===== src/rtl/hazard_ctrl.sv =====
// hazard_ctrl: load-use bubble, redirect squash and memory-stall freeze with a wait watchdog.
// Optional performance counters are built when HAZARD_PERF_EN is defined.
module hazard_ctrl #(
    parameter int unsigned TIMEOUT_CYCLES = 16
) (
    input  logic        clk,
    input  logic        rst_n,
    input  logic [4:0]  rs1_raddr_ID,
    input  logic [4:0]  rs2_raddr_ID,
    input  logic        rs1_used_ID,
    input  logic        rs2_used_ID,
    input  logic [4:0]  rd_waddr_EX,
    input  logic        rd_wen_EX,
    input  logic [1:0]  PMAItoReg_EX,
    input  logic        branch_taken_EX,
    input  logic        jal_EX,
    input  logic        jalr_EX,
    input  logic        dmem_req_MEM,
    input  logic        dmem_ready_MEM,
    output logic        pc_hold,
    output logic        if_id_hold,
    output logic        id_ex_hold,
    output logic        ex_mem_hold,
    output logic        if_id_flush,
    output logic        id_ex_flush,
    output logic        mem_err,
    output logic [31:0] stall_cnt,
    output logic [31:0] flush_cnt
);
    typedef enum logic [1:0] {
        RUN  = 2'd0,
        WAIT = 2'd1,
        ERR  = 2'd2
    } state_e;

    localparam logic [7:0] TIMEOUT_C = 8'(TIMEOUT_CYCLES);

    state_e     state_q, state_d;
    logic [7:0] wait_cnt_q, wait_cnt_d;

    logic mem_stall;
    logic redirect;
    logic load_use;

    assign mem_stall = dmem_req_MEM & ~dmem_ready_MEM;
    assign redirect  = jal_EX | jalr_EX | branch_taken_EX;
    assign load_use  = (PMAItoReg_EX == 2'b01) & rd_wen_EX & (rd_waddr_EX != 5'd0) &
                       ((rs1_used_ID & (rs1_raddr_ID == rd_waddr_EX)) |
                        (rs2_used_ID & (rs2_raddr_ID == rd_waddr_EX)));

    always_ff @(posedge clk or negedge rst_n) begin
        if (!rst_n) begin
            state_q    <= RUN;
            wait_cnt_q <= 8'd0;
        end else begin
            state_q    <= state_d;
            wait_cnt_q <= wait_cnt_d;
        end
    end

    always_comb begin
        state_d     = state_q;
        wait_cnt_d  = wait_cnt_q;
        pc_hold     = 1'b0;
        if_id_hold  = 1'b0;
        id_ex_hold  = 1'b0;
        ex_mem_hold = 1'b0;
        if_id_flush = 1'b0;
        id_ex_flush = 1'b0;

        case (state_q)
            RUN: begin
                if (mem_stall) begin
                    state_d    = WAIT;
                    wait_cnt_d = 8'd1;
                end
            end
            WAIT: begin
                if (!mem_stall) begin
                    state_d    = RUN;
                    wait_cnt_d = 8'd0;
                end else if (wait_cnt_q == TIMEOUT_C) begin
                    state_d = ERR;
                end else begin
                    wait_cnt_d = wait_cnt_q + 8'd1;
                end
            end
            ERR:     state_d = ERR;
            default: state_d = RUN;
        endcase

        // Only the highest-priority hazard drives the pipeline controls.
        if (state_q == ERR || mem_stall) begin
            pc_hold     = 1'b1;
            if_id_hold  = 1'b1;
            id_ex_hold  = 1'b1;
            ex_mem_hold = 1'b1;
        end else if (redirect) begin
            if_id_flush = 1'b1;
            id_ex_flush = 1'b1;
        end else if (load_use) begin
            pc_hold     = 1'b1;
            if_id_hold  = 1'b1;
            id_ex_flush = 1'b1;
        end

        if (!rst_n) begin
            pc_hold     = 1'b0;
            if_id_hold  = 1'b0;
            id_ex_hold  = 1'b0;
            ex_mem_hold = 1'b0;
            if_id_flush = 1'b0;
            id_ex_flush = 1'b0;
        end
    end

    assign mem_err = (state_q == ERR);

`ifdef HAZARD_PERF_EN
    logic [31:0] stall_cnt_q;
    logic [31:0] flush_cnt_q;

    // Saturating event counters.
    always_ff @(posedge clk or negedge rst_n) begin
        if (!rst_n) begin
            stall_cnt_q <= 32'd0;
            flush_cnt_q <= 32'd0;
        end else begin
            if (pc_hold && stall_cnt_q != 32'hFFFF_FFFF)
                stall_cnt_q <= stall_cnt_q + 32'd1;
            if (if_id_flush && flush_cnt_q != 32'hFFFF_FFFF)
                flush_cnt_q <= flush_cnt_q + 32'd1;
        end
    end

    assign stall_cnt = stall_cnt_q;
    assign flush_cnt = flush_cnt_q;
`else
    assign stall_cnt = 32'd0;
    assign flush_cnt = 32'd0;
`endif

endmodule


===== config.mk =====
export PLATFORM = sky130hd
export DESIGN_NAME = hazard_ctrl
export DESIGN_NICKNAME = d
export VERILOG_FILES = /design/src/rtl/hazard_ctrl.sv
export SDC_FILE = /design/constraint.sdc
export NUM_CORES = 1
export LEC_CHECK = 0
export ABC_CLOCK_PERIOD_IN_PS = 3200
export CORE_UTILIZATION = 37
export CTS_BUF_LIST = sky130_fd_sc_hd__clkbuf_2 sky130_fd_sc_hd__clkbuf_4 sky130_fd_sc_hd__clkbuf_8
export DETAILED_ROUTE_END_ITERATION = 12
export PLACE_DENSITY = 0.86
export SLEW_MARGIN = 20
export SYNTH_ARGS = -nofsm -noshare
export SYNTH_HDL_FRONTEND = slang
export SYNTH_SLANG_ARGS = --single-unit

===== constraint.sdc =====
create_clock -name clk -period 3.2 [get_ports clk]
set_input_delay 0.48 -clock clk [delete_from_list [all_inputs] [get_ports clk]]
set_output_delay 0.48 -clock clk [all_outputs]
set_load 0.05 [all_outputs]

### After elaboration in Yosys (flattened, before gate mapping)

Index checks and enable logic that the tools add are counted.

* register bits: 10
* input port bits: 27
* output and inout bits: 71
* logic and storage cells: 48

* add/sub/neg operators: 1
* equal/unequal tests: 9
* mux-type cells: 20
* bitwise gates (word level): 10
* reduce and logical (&&, ||, !) cells: 6

Operator list (number)
* $mux 8: 3
* $pmux 8 s2: 1
* $mux 1: 12
* $eq 5x5->1: 2
* $add 8x1->8 const B: 1
* $eq 8x5->1 const B: 1
* $and 1x1->1: 6
* $mux 2: 3
* $ne 3x3->1 const B: 2
* $pmux 2 s3: 1
* $reduce_bool 5->1: 1
* $eq 2x1->1 const B: 2
* $or 1x1->1: 3
* $reduce_and 3->1: 1
* $eq 2x2->1 const B: 1
* $logic_not 2->1: 1
* $ne 2x2->1 const B: 1
* $reduce_and 2->1: 1
* $reduce_bool 2->1: 1
* $logic_or 1x1->1: 1
* $not 1->1: 1

### Longest topological paths before layout

Gate-level depths: netlist of the first run.

* depth in word-level cells: 8
* gate-level depth with buffers: 6
* gate-level depth less buffers: 6

### Worst setup path after synthesis of the first run

OpenSTA, ideal clock, no wires.

* path kind: register to output
* start point: reg state_q[0]
* end point: out pc_hold
* arrival: 3048 ps
* data required time: 2720 ps
* setup slack: -328 ps
* stages on the path, launching flop included: 6
* buffers on the path: 1
* cells stage by stage: dfrtp_1 > nor2b_1 > nor2_1 > nor2b_1 > o21bai_1 > buf_4

* longest elaborated chain between the ends: 4

RTL lines
* start, declared: RTL line 38 `state_e state_q, state_d;`
* start signal, assigned: RTL line 56 `state_q <= state_d;`
* $eq 2x2->1
* net mem_err: RTL line 26 `output logic mem_err,`
* $logic_or 1x1->1: RTL line 93 `if (state_q == ERR || mem_stall) begin`
* $mux 1: RTL line 93
* $mux 1: RTL line 107 `if (!rst_n) begin`
* end, declared: RTL line 20 `output logic pc_hold,`

The timed path passes the listed nets, and every way through them passes these cells.

### Worst setup path in the final report of the first run

* start point: in rd_waddr_EX[4]
* end point: out pc_hold

* longest elaborated chain between the ends: 8
* elaborated cells between the ends (all ways): 12
* classes of those cells: eq/ne (2); mux (4); bitwise (5); reduce/logical (1)

RTL lines
* start, declared: RTL line 12 `input logic [4:0] rd_waddr_EX,`
* $eq 5x5->1 (on tied branches): RTL line 48, 49
* $and 1x1->1 (on tied branches): RTL line 48, 49
* $or 1x1->1: RTL line 48 `((rs1_used_ID & (rs1_raddr_ID == rd_waddr_EX)) |`
* $and 1x1->1 *: RTL line 47 `assign load_use = (PMAItoReg_EX == 2'b01) & rd_wen_EX & (rd_waddr_EX != 5'd0) &`
* $mux 1 *: RTL line 101 `end else if (load_use) begin`
* $mux 1 *: RTL line 98 `end else if (redirect) begin`
* $mux 1 *: RTL line 93
* $mux 1 *: RTL line 107

Mark *: on every way between the ends. The rest lies on a longest branch, timed or not.

==> out/summary.log, run 1 <==
INFO  setup_path     cpPeakStageDelay=0.48ns
INFO  timing         post_route_setup_tns=0ns
INFO  timing         finalSetupViolations=0
INFO  route          drt-total-wl=2360um
INFO  status         run_status=finished clean
INFO  route          drt.antenna.violating_nets=0
INFO  synth          synth_area_leader_cell=buf_4
INFO  setup_path     worst_ep_arrival_time=2.26ns
INFO  synth          synth-seq-cells=10
INFO  timing         timing.max_slew.rel_slack=66.4%
INFO  finish         layout-drive-gt1-share=9.78%
INFO  timing         clock.fmax=365MHz
INFO  floorplanning  die_area=3690um2
INFO  global_routing antenna_violations_before_repair=0
INFO  route          via_per_inst=4.12
INFO  timing         final.setup_skew=0.00187ns
INFO  floorplanning  die_height=60.7um
INFO  timing         tightest_slew=0.502ns
INFO  global_routing grt_util_all_layers=13.8%
INFO  synth          mappedNetlistArea=1280um2
INFO  timing         final_period_minus_worst_setup_slack=2.74ns
INFO  clocking       cts-root-buf=clkbuf_4
INFO  synth          synth_largest_type_area_fraction=38.8%
INFO  place          numPortBuffers=33
INFO  synth          synth.area.top_cells=buf_4 39%, dfrtp_1 20%, xor2_1 5.5%
INFO  synth          postSynthAreaPerCell=8.57um2
INFO  route          number_of_remaining_drc_errors=0
INFO  finish         layout.core_utilization=46.6%
INFO  route          drt_iter0_markers=15
INFO  synth          synth_sequential_area_ratio=19.6%
INFO  synth          post-synth-top-count-cell=buf_4
INFO  setup_path     crit_family=buffers and inverters
INFO  power          ir_worst_vdd=0.252mV
INFO  power          power_per_cell_area=337nW/um2
INFO  timing         final.period_utilization=85.7%
INFO  clocking       cts_setup_buffers=0
INFO  clocking       ctsLongestPathBuffers=2
INFO  setup_path     timing.critical_path.buf_inv=2
INFO  setup_path     timing.setup.critical_path_class=primary input to output port
INFO  timing         report.final.hold_viol_count=0
INFO  floorplanning  dieWidth=60.7um
INFO  run            timing.max_cap.violations=0
INFO  global_routing grt.overflow.total=0
INFO  global_routing grt_pass1_vias=837
INFO  timing         slew_viol_final=0
INFO  finish         num_antenna_cells=0
INFO  finish         area_delta_synth_final=15.2%
INFO  floorplanning  initial_core_utilization=40.5%
INFO  place          hpwlAfterDp=2000um
INFO  worst_hold_path worst_hold_path_type=primary input to async pin
INFO  setup_path     maximum_net_fanout_on_the_critical_path=3
INFO  floorplanning  floorplan.io_pins=98
INFO  clocking       hold_buffers=0
INFO  route          wl_per_cell=10.3um
INFO  clocking       clock_insertion_delay_worst_skew=0.26ns
INFO  timing         rsz0062_at_grt=no
INFO  clocking       clock_tree_from_tritoncts=yes
INFO  clocking       cts.sinks=10
INFO  synth          post_synth_inst_count=149
INFO  route          dr.pass1.iters=4
INFO  setup_path     timing.critical_path.from_type=primary input
INFO  setup_path     path_cells=clkdlybuf4s50_1, xor2_1, nor4_1, a32oi_1, o21bai_1, buf_12
INFO  synth          asyncSetResetFlopFracSynth=100%
INFO  synth          synth_flop_cell=dfrtp_1
INFO  power          report.power.total=0.495mW
INFO  floorplanning  coreArea=3150um2
INFO  floorplanning  fp-row-count=20
INFO  finish         nNetsFinal=215
INFO  setup_path     required=2.72ns
INFO  synth          ys_types=38
INFO  clocking       clk_transition_reported_paths=0.06ns
INFO  setup_path     critical_path.slowest_cell=clkdlybuf4s50_1
INFO  synth          synth-edff-count=0
INFO  clocking       cts_buffers=3
INFO  setup_path     end_kind=output port
INFO  global_routing largest_net_degree_at_the_start_of_global_routing=10
INFO  synth          netlist_top_cells_count=66 x buf_4, 10 x dfrtp_1, 8 x xor2_1
INFO  clocking       ctsHtreeMaxLevel=1
INFO  global_routing global_route_wire_length_before_repair=3740um
INFO  place          gp_congestion=0.926
INFO  synth          ys_warns=0
INFO  route          via_count=940
INFO  clocking       post_cts.resized_instances=0
INFO  power          p_leak=0.705nW
## per-layer routing
layer	vias up	track usage, %	routed length (um)
li1	447	-	-
met1	443	15.7	904
met2	44	25.0	1290
met3	6	3.62	117
met4	0	4.55	48
met5	-	0	0
## worst reg2reg max path, delay by kind of cell, from the launching register on
| kind | cells | cell delay [ns] |
|---|---|---|
| buffers and inverters | 1 | 0.11 |
| AND/OR/NAND/NOR | 2 | 0.58 |
| AO/OA/AOI/OAI | 2 | 0.49 |
| adder cells (fa/ha/maj) | 1 | 0.14 |
| flip-flops | 1 | 0.44 |
## stage by stage
step	setup WS [ns]	instance area [um2]	hold WS [ns]	std cells
after CTS	0.461	1470	0.435	228
after global placement	0.504	1450	0.528	225
after detailed placement	0.460	1450	0.543	225
after floorplan	0.275	1520	0.184	212
final	0.458	1470	0.442	228
after global routing	0.384	1470	0.450	228
## kinds of logic (layout without fill, tap and decap cells)
group | count (synthesis) | in the layout | synth area share [%]
compound gates | 21 | 21 | 14.1
xor+xnor | 12 | 12 | 8.24
fa+ha+maj | 2 | 2 | 1.96
buf+inv | 70 | 42 | 40.0
flops | 10 | 10 | 19.6
mux | 1 | 1 | 0.784
other cells | 1 | 64 | 0.294
simple gates | 32 | 32 | 15.0
## worst paths after layout
check	startpoint	end	slack, ns	cells after the start
hold reg to reg	wait_cnt_q[7]	wait_cnt_q[7]	0.55	1
setup reg to reg	wait_cnt_q[0]	wait_cnt_q[2]	1.33	6
setup / recovery	rd_waddr_EX[4]	pc_hold	0.46	6
hold / removal	rst_n	state_q[1]	0.44	1
min in group clk	wait_cnt_q[7]	wait_cnt_q[7]	0.55	1
max in group asynchronous	rst_n	wait_cnt_q[1]	2.37	2
## power breakdown
part           internal, mW  leakage [nW]  switching [mW]
registers             0.130         0.136         0.00566
clock network        0.0433        0.0138          0.0401
logic                0.0607         0.556           0.215
## layout by cell type, fill, tap and decap left out, types with 2 or more instances in the layout
master	netlist	layout
clkdlybuf4s50_1	0	28
o31ai_1	2	2
o21bai_1	2	2
dfrtp_1	10	10
buf_4	66	4
nand2_1	5	5
xor2_1	8	8
a21o_1	4	4
inv_1	4	4
ha_1	2	2
nor4_1	3	3
buf_12	0	3
o2bb2ai_1	2	2
nor2_1	3	3
nor2b_2	0	2
nor2b_1	4	2
conb_1	1	64
a21oi_1	2	2
xnor2_1	4	4
clkbuf_4	0	3
nor3_1	3	3
nand3_1	4	4
## flip-flops by register name, summed over array words and instances (netlist names)
signal	cells
state_q	2
wait_cnt_q	8
## area by class of cell
| cell class | count | area, um2 |
|---|---|---|
| fill | 309 | 1680 |
| timing repair buffer | 35 | 370 |
| clock buffer | 3 | 22.5 |
| sequential | 10 | 250 |
| multi-input combinational | 132 | 757 |
| inverter | 4 | 15.0 |
| tap | 44 | 55.1 |
Note: power is estimated with default switching activity, not from simulation.
==> inputs of run 2 (changes only) <==
- ABC_CLOCK_PERIOD_IN_PS: 3200 -> 2700
- CELL_PAD_IN_SITES_DETAIL_PLACEMENT: unset -> 0
- CELL_PAD_IN_SITES_GLOBAL_PLACEMENT: unset -> 2
- CORE_UTILIZATION: 37 -> 17
- PLACE_DENSITY: 0.86 -> 0.78
- clock period: 3.2 -> 2.7 ns (I/O delays scaled with it)
==> run 2 against run 1 <==
Compared with the run above: clock power is 83% higher; register-to-register slack worse by 0.48 ns; largest power group unchanged; sequential share of layout area is 1.4 points lower; global-route usage is 8.1 points lower; via count is 1.7% lower; wire length is 1.6% lower; setup slack worse by 0.17 ns; sequential cell count stayed put.
==> out/summary.log, run 2 (synthesis results as in run 1) <==
INFO  floorplanning  floorplan.io_pins=98 [unchanged]
INFO  route          drt_iter0_markers=28 [+13]
INFO  place          gp_congestion=0.698 [-25%]
INFO  place          pre_cts_slack=0.269ns [-0.190 ns]
INFO  timing         final_period_minus_worst_setup_slack=2.41ns
INFO  clocking       cts_setup_buffers=0 [unchanged]
INFO  clocking       ctsHtreeMaxLevel=1 [unchanged]
INFO  setup_path     required=2.30ns [-0.42 ns]
INFO  route          drt.antenna.violating_nets=0 [unchanged]
INFO  timing         final.setup.worst_slack=0.293ns [-0.165 ns]
INFO  floorplanning  initial_core_utilization=17.6% [-23 points]
INFO  clocking       clock_insertion_delay_worst_skew=0.23ns [-0.03 ns]
INFO  setup_path     maximum_net_fanout_on_the_critical_path=3 [unchanged]
INFO  global_routing largest_net_degree_at_the_start_of_global_routing=13 [+3]
INFO  power          ir_worst_vdd=0.116mV [-54%]
INFO  setup_path     critical_path.slowest_cell=clkdlybuf4s50_1
INFO  place          numPortBuffers=33 [unchanged]
INFO  clocking       ctsLongestPathBuffers=2 [unchanged]
INFO  setup_path     path_cells=clkdlybuf4s50_1, xor2_1, nor4_1, a32oi_1, o21bai_2, buf_12
INFO  power          p_leak=0.734nW [+4.1%]
INFO  timing         slew_viol_final=0 [unchanged]
INFO  clocking       post_cts.resized_instances=0 [unchanged]
INFO  global_routing grt.overflow.total=0 [unchanged]
INFO  clocking       hold_buffers=0 [unchanged]
INFO  timing         final.period_utilization=89.1%
INFO  finish         seq_area=250um2 [unchanged]
INFO  timing         clock.fmax=415MHz
INFO  floorplanning  fp-row-count=31 [+55%]
INFO  finish         area_delta_synth_final=25.7%
INFO  clocking       clock_tree_from_tritoncts=yes
INFO  clocking       cts-root-buf=clkbuf_8
INFO  worst_hold_path worst_hold_path_type=primary input to async pin
INFO  floorplanning  die_area=7860um2 [+110%]
INFO  status         run_status=finished clean
INFO  finish         mostFrequentLayoutCell=conb_1
INFO  global_routing global_route_wire_length_before_repair=3590um [-3.9%]
INFO  finish         layout-drive-gt1-share=11.4% [+1.6 points]
INFO  timing         post_route_setup_tns=0ns [unchanged]
INFO  finish         multi_input_area=761um2 [+0.50%]
INFO  route          via_per_inst=3.25 [-21%]
INFO  setup_path     timing.critical_path.from_type=primary input
INFO  clocking       cts.sinks=10 [unchanged]
INFO  floorplanning  coreArea=7250um2 [+130%]
INFO  run            timing.max_cap.violations=0 [unchanged]
INFO  timing         report.final.hold_viol_count=0 [unchanged]
INFO  route          dr.pass1.iters=2 [-2]
INFO  setup_path     worst_ep_arrival_time=2.00ns [-0.26 ns]
INFO  finish         most_frequent_cells_in_the_layout=64 x conb_1, 27 x clkdlybuf4s50_1, 10 x dfrtp_1, 8 x xor2_1, 6 x buf_12
INFO  route          number_of_remaining_drc_errors=0 [unchanged]
INFO  route          via_count=924 [-1.7%]
INFO  timing         rsz0062_at_grt=no
INFO  route          drt-total-wl=2320um [-1.6%]
INFO  floorplanning  dieWidth=88.6um [+46%]
INFO  setup_path     cpPeakStageDelay=0.47ns [about the same]
INFO  timing         finalSetupViolations=0 [unchanged]
INFO  finish         top_regs=wait_cnt_q: 8 flops, state_q: 2 flops
INFO  clocking       cts_buffers=3 [unchanged]
INFO  power          power_per_cell_area=403nW/um2 [+20%]
INFO  finish         largest_reg_flops=8 [unchanged]
INFO  global_routing grt_pass1_vias=812 [-3.0%]
INFO  floorplanning  die_height=88.6um [+46%]
INFO  finish         nNetsFinal=216 [+0.47%]
INFO  finish         num_antenna_cells=0 [unchanged]
INFO  clocking       clk_transition_reported_paths=0.05ns [about the same]
INFO  finish         registers.top_by_ff_count=wait_cnt_q
INFO  global_routing antenna_violations_before_repair=0 [unchanged]
INFO  power          report.power.total=0.646mW [+31%]
INFO  route          wl_per_cell=8.17um [-21%]
INFO  place          hpwlAfterDp=1960um [-2.0%]
INFO  timing         fin_hold_ws=0.557ns [+0.115 ns]
INFO  setup_path     end_kind=output port
INFO  finish         fillers=821 [+170%]
INFO  global_routing grt_util_all_layers=5.74% [-8.1 points]
INFO  setup_path     timing.setup.critical_path_class=primary input to output port
INFO  timing         final.setup_skew=0.00294ns [+0.00107 ns]
[run 2: changes by cell type in the layout (fill, tap and decap cells not counted)]
| cell | before | now |
|---|---|---|
| buf_12 | 3 | 6 |
| buf_4 | 4 | 3 |
| clkbuf_4 | 3 | 0 |
| clkbuf_8 | 0 | 3 |
| clkdlybuf4s50_1 | 28 | 27 |
| o21bai_1 | 2 | 1 |
| o21bai_2 | 0 | 1 |
[run 2: final timing paths]
| check | startpoint | endpoint | slack (ns) | cells past startpoint |
|---|---|---|---|---|
| min reg2reg | wait_cnt_q[7] | wait_cnt_q[7] | 0.56 | 1 |
| min in group clk | wait_cnt_q[7] | wait_cnt_q[7] | 0.56 | 1 |
| max reg2reg | wait_cnt_q[0] | wait_cnt_q[2] | 0.85 | 6 |
| min | rst_n | wait_cnt_q[6] | 0.56 | 2 |
| max | rd_waddr_EX[4] | pc_hold | 0.29 | 6 |
| max in group asynchronous | rst_n | wait_cnt_q[0] | 1.98 | 2 |
[run 2: cell type report]
class	instances	area share (%)
inverter	4	0.936
multi-input combinational	132	47.4
clock buffer	3	2.57
tap	99	7.72
sequential	10	15.6
timing repair buffer	36	25.7
[run 2: routing by layer]
metal | vias up | wire, um | track usage, %
met5 | - | 0 | 0
met4 | 0 | 0 | 0.880
met3 | 0 | 238 | 1.31
met2 | 52 | 1190 | 11.0
met1 | 422 | 897 | 6.55
li1 | 450 | - | -
[run 2: report_power, final]
| part | internal (mW) | switching, mW | total (mW) |
|---|---|---|---|
| Sequential | 0.155 | 0.00556 | 0.160 |
| Clock | 0.0974 | 0.0559 | 0.153 |
| Combinational | 0.0778 | 0.254 | 0.332 |
| Total | 0.330 | 0.316 | 0.646 |
[run 2: critical path, delay by kind of cell]
kind            cells  cell delay [ns]
xor+xnor            1             0.19
compound gates      2             0.48
simple gates        1             0.28
buf+inv             2             0.65
[run 2: through the flow]
| stage | instance area, um2 | utilization, % | std cells |
|---|---|---|---|
| 2_1_floorplan | 1520 | - | 212 |
| 3_3_place_gp | 1560 | 21.5 | 281 |
| 3_5_place_dp | 1560 | 21.5 | 281 |
| 4_1_cts | 1600 | 22.1 | 284 |
| 5_1_grt | 1600 | 22.1 | 284 |
| 6_report | 1600 | 22.1 | 284 |
==> inputs of run 3 (changes only) <==
- TNS_END_PERCENT: unset -> 10
==> results of run 3 <==
Final layout, timing and power as in run 2 (identical DEF).
==> RTL edit: new RTL, settings of run 3 <==
Re-encode `state_e` (3 states) as one-hot, 3 bits wide.
--- a/src/rtl/hazard_ctrl.sv
+++ b/src/rtl/hazard_ctrl.sv
@@ -27,10 +27,10 @@
     output logic [31:0] stall_cnt,
     output logic [31:0] flush_cnt
 );
-    typedef enum logic [1:0] {
-        RUN  = 2'd0,
-        WAIT = 2'd1,
-        ERR  = 2'd2
+    typedef enum logic [2:0] {
+        RUN  = 3'b001,
+        WAIT = 3'b010,
+        ERR  = 3'b100
     } state_e;
 
     localparam logic [7:0] TIMEOUT_C = 8'(TIMEOUT_CYCLES);
Formal check against the unedited RTL: same outputs for any inputs over 10 cycles, from zero or initial values and one cycle with rst_n low; not proved beyond that.
==> RTL edit against run 3 <==
Final area rose by 3.8%; combinational power down 13%; critical path depth stayed put; synthesized area is 4.7% higher; count of clock-buffer cells in the layout increased by 1; wire length rose by 5.7%; sequential cell count up 1; sequential share of layout area up 1.0 points; non-clock buffer count is 2 lower; cell count increased by 3.2%; register-to-register slack improved by 0.03 ns; setup slack lost 0.031 ns; total power decreased by 3.0%; critical path type unchanged; largest cell class unchanged; highest routed layer unchanged.
==> RTL edit: results (changes against run 3) <==
root_buffer: "clkbuf_8"
synth_fa_ha_area_frac: 0.0187  # -0.000881
synth_common_cells: "buf_4 (66), xor2_1 (12), dfrtp_1 (10)"
grt_max_degree: 10  # -3
numCtsBuffers: 3  # unchanged
synth_xor_area_frac: 0.0918  # +0.00941
drt-pass1-iter-count: 4  # +2
htreeDepth: 1  # unchanged
grt_pass1_vias: 826  # +1.7%
cts.path.max_buffers: 2  # unchanged
fin_worst_skew_ns: 0.00180  # -0.00114 ns
synth_compound_gate_area_share: 0.0749  # -0.0663
slowest_stage: "clkdlybuf4s50_1"
yosysSeqAreaShare: 0.207  # +0.0109
globalplace.congestion: 0.778  # +11%
fillers: 812  # -1.1%
grt_use_total: 0.0585  # +0.00116
async_reset_ff_frac: 1.00  # unchanged
top_regs: "wait_cnt_q x8, state_q x3"
vias: 961  # +4.0%
arrival_ns: 2.03  # +0.03 ns
grt_pass1_wl_mm: 3.90  # +8.5%
nets: 224  # +3.7%
ys.flop_type: "dfrtp_1"
ctsResizeCount: 0  # unchanged
synthMuxAreaShare: 0.0262  # +0.0184
routed_wl_mm: 2.45  # +5.7%
drt_iter0_markers: 28  # unchanged
clk_pin_slew_ns: 0.05  # about the same
drive_gt1_frac: 0.103  # -0.0104
synth.distinct_cells: 39  # +2.6%
cp_top_family: "buffers and inverters"
synth_area_leaders: "buf_4 (37%), dfrtp_1 (19%), xor2_1 (7.9%)"
critPathMaxStageDelay_ns: 0.47  # about the same
leakage_nw: 0.712  # -2.9%
dpl.hpwl_mm: 2.09  # +6.7%
insertion_delay_ns: 0.24
hp-class: "input port to async pin"
ant_nets: 0  # unchanged
cts_setup_buffers: 0  # unchanged
outcome: "finished, final reports clean"
ir_worst_vdd_mv: 0.105  # -9.7%
finalSetupViolations: 0  # unchanged
yosysWarnings: 0  # unchanged
antenna_found_initial: 0  # unchanged
path_max_fanout: 3  # unchanged
RTL edit: path summary, 6_finish.rpt:
path / from / end / slack [ns] / cells past startpoint
max: rd_waddr_EX[2] / if_id_hold / 0.26 / 6
min: rst_n / wait_cnt_q[0] / 0.42 / 1
max reg2reg: wait_cnt_q[0] / wait_cnt_q[0] / 0.88 / 6
min reg2reg: wait_cnt_q[7] / wait_cnt_q[7] / 0.57 / 2
max in group asynchronous: rst_n / state_q[0] / 1.76 / 2
min in group clk: wait_cnt_q[7] / wait_cnt_q[7] / 0.57 / 2
RTL edit: layout make-up:
type	count	area (µm²)	share of cell area
sequential	11	277	0.166
tap	99	124	0.0744
inverter	4	15.0	0.00902
clock buffer	4	48.8	0.0293
multi-input combinational	141	803	0.482
timing repair buffer	34	398	0.239
RTL edit: power by group:
part / leakage, nW / total, mW / internal, mW / switching (mW)
Combinational: 0.568 / 0.288 / 0.0573 / 0.230
Sequential: 0.119 / 0.165 / 0.165 / 0
Clock: 0.0262 / 0.173 / 0.114 / 0.0600
RTL edit: kinds of logic after synthesis:
logic type      Yosys count
compound gates           15
xor+xnor                 14
fa+ha+maj                 2
buf+inv                  71
flops                    11
mux                       3
other cells               1
simple gates             43
RTL edit: worst register-to-register path: stages (launching register included):
cell and delay [ns]:
dfrtp_1 0.42, inv_1 0.08, ha_1 0.15, or4b_4 0.48, o21ai_2 0.16, o21ai_2 0.11, mux2_4 0.31
RTL edit: through the flow:
step	setup WS [ns]	power [mW]	util	std cells	cell area (µm²)
floorplan	0.0839	0.465	-	223	1600
global placement	0.259	0.455	0.218	289	1620
detailed placement	0.250	0.455	0.218	289	1620
CTS	0.245	0.634	0.225	293	1670
global route	0.121	0.656	0.225	293	1670
finish	0.262	0.627	0.225	293	1670
RTL edit: metal layers:
metal	track usage	routed length, µm	up-vias
met5	0	0	-
met4	0.00403	0	0
met3	0.0362	302	0
met2	0.0884	1090	63
met1	0.0732	1060	431
li1	-	-	467
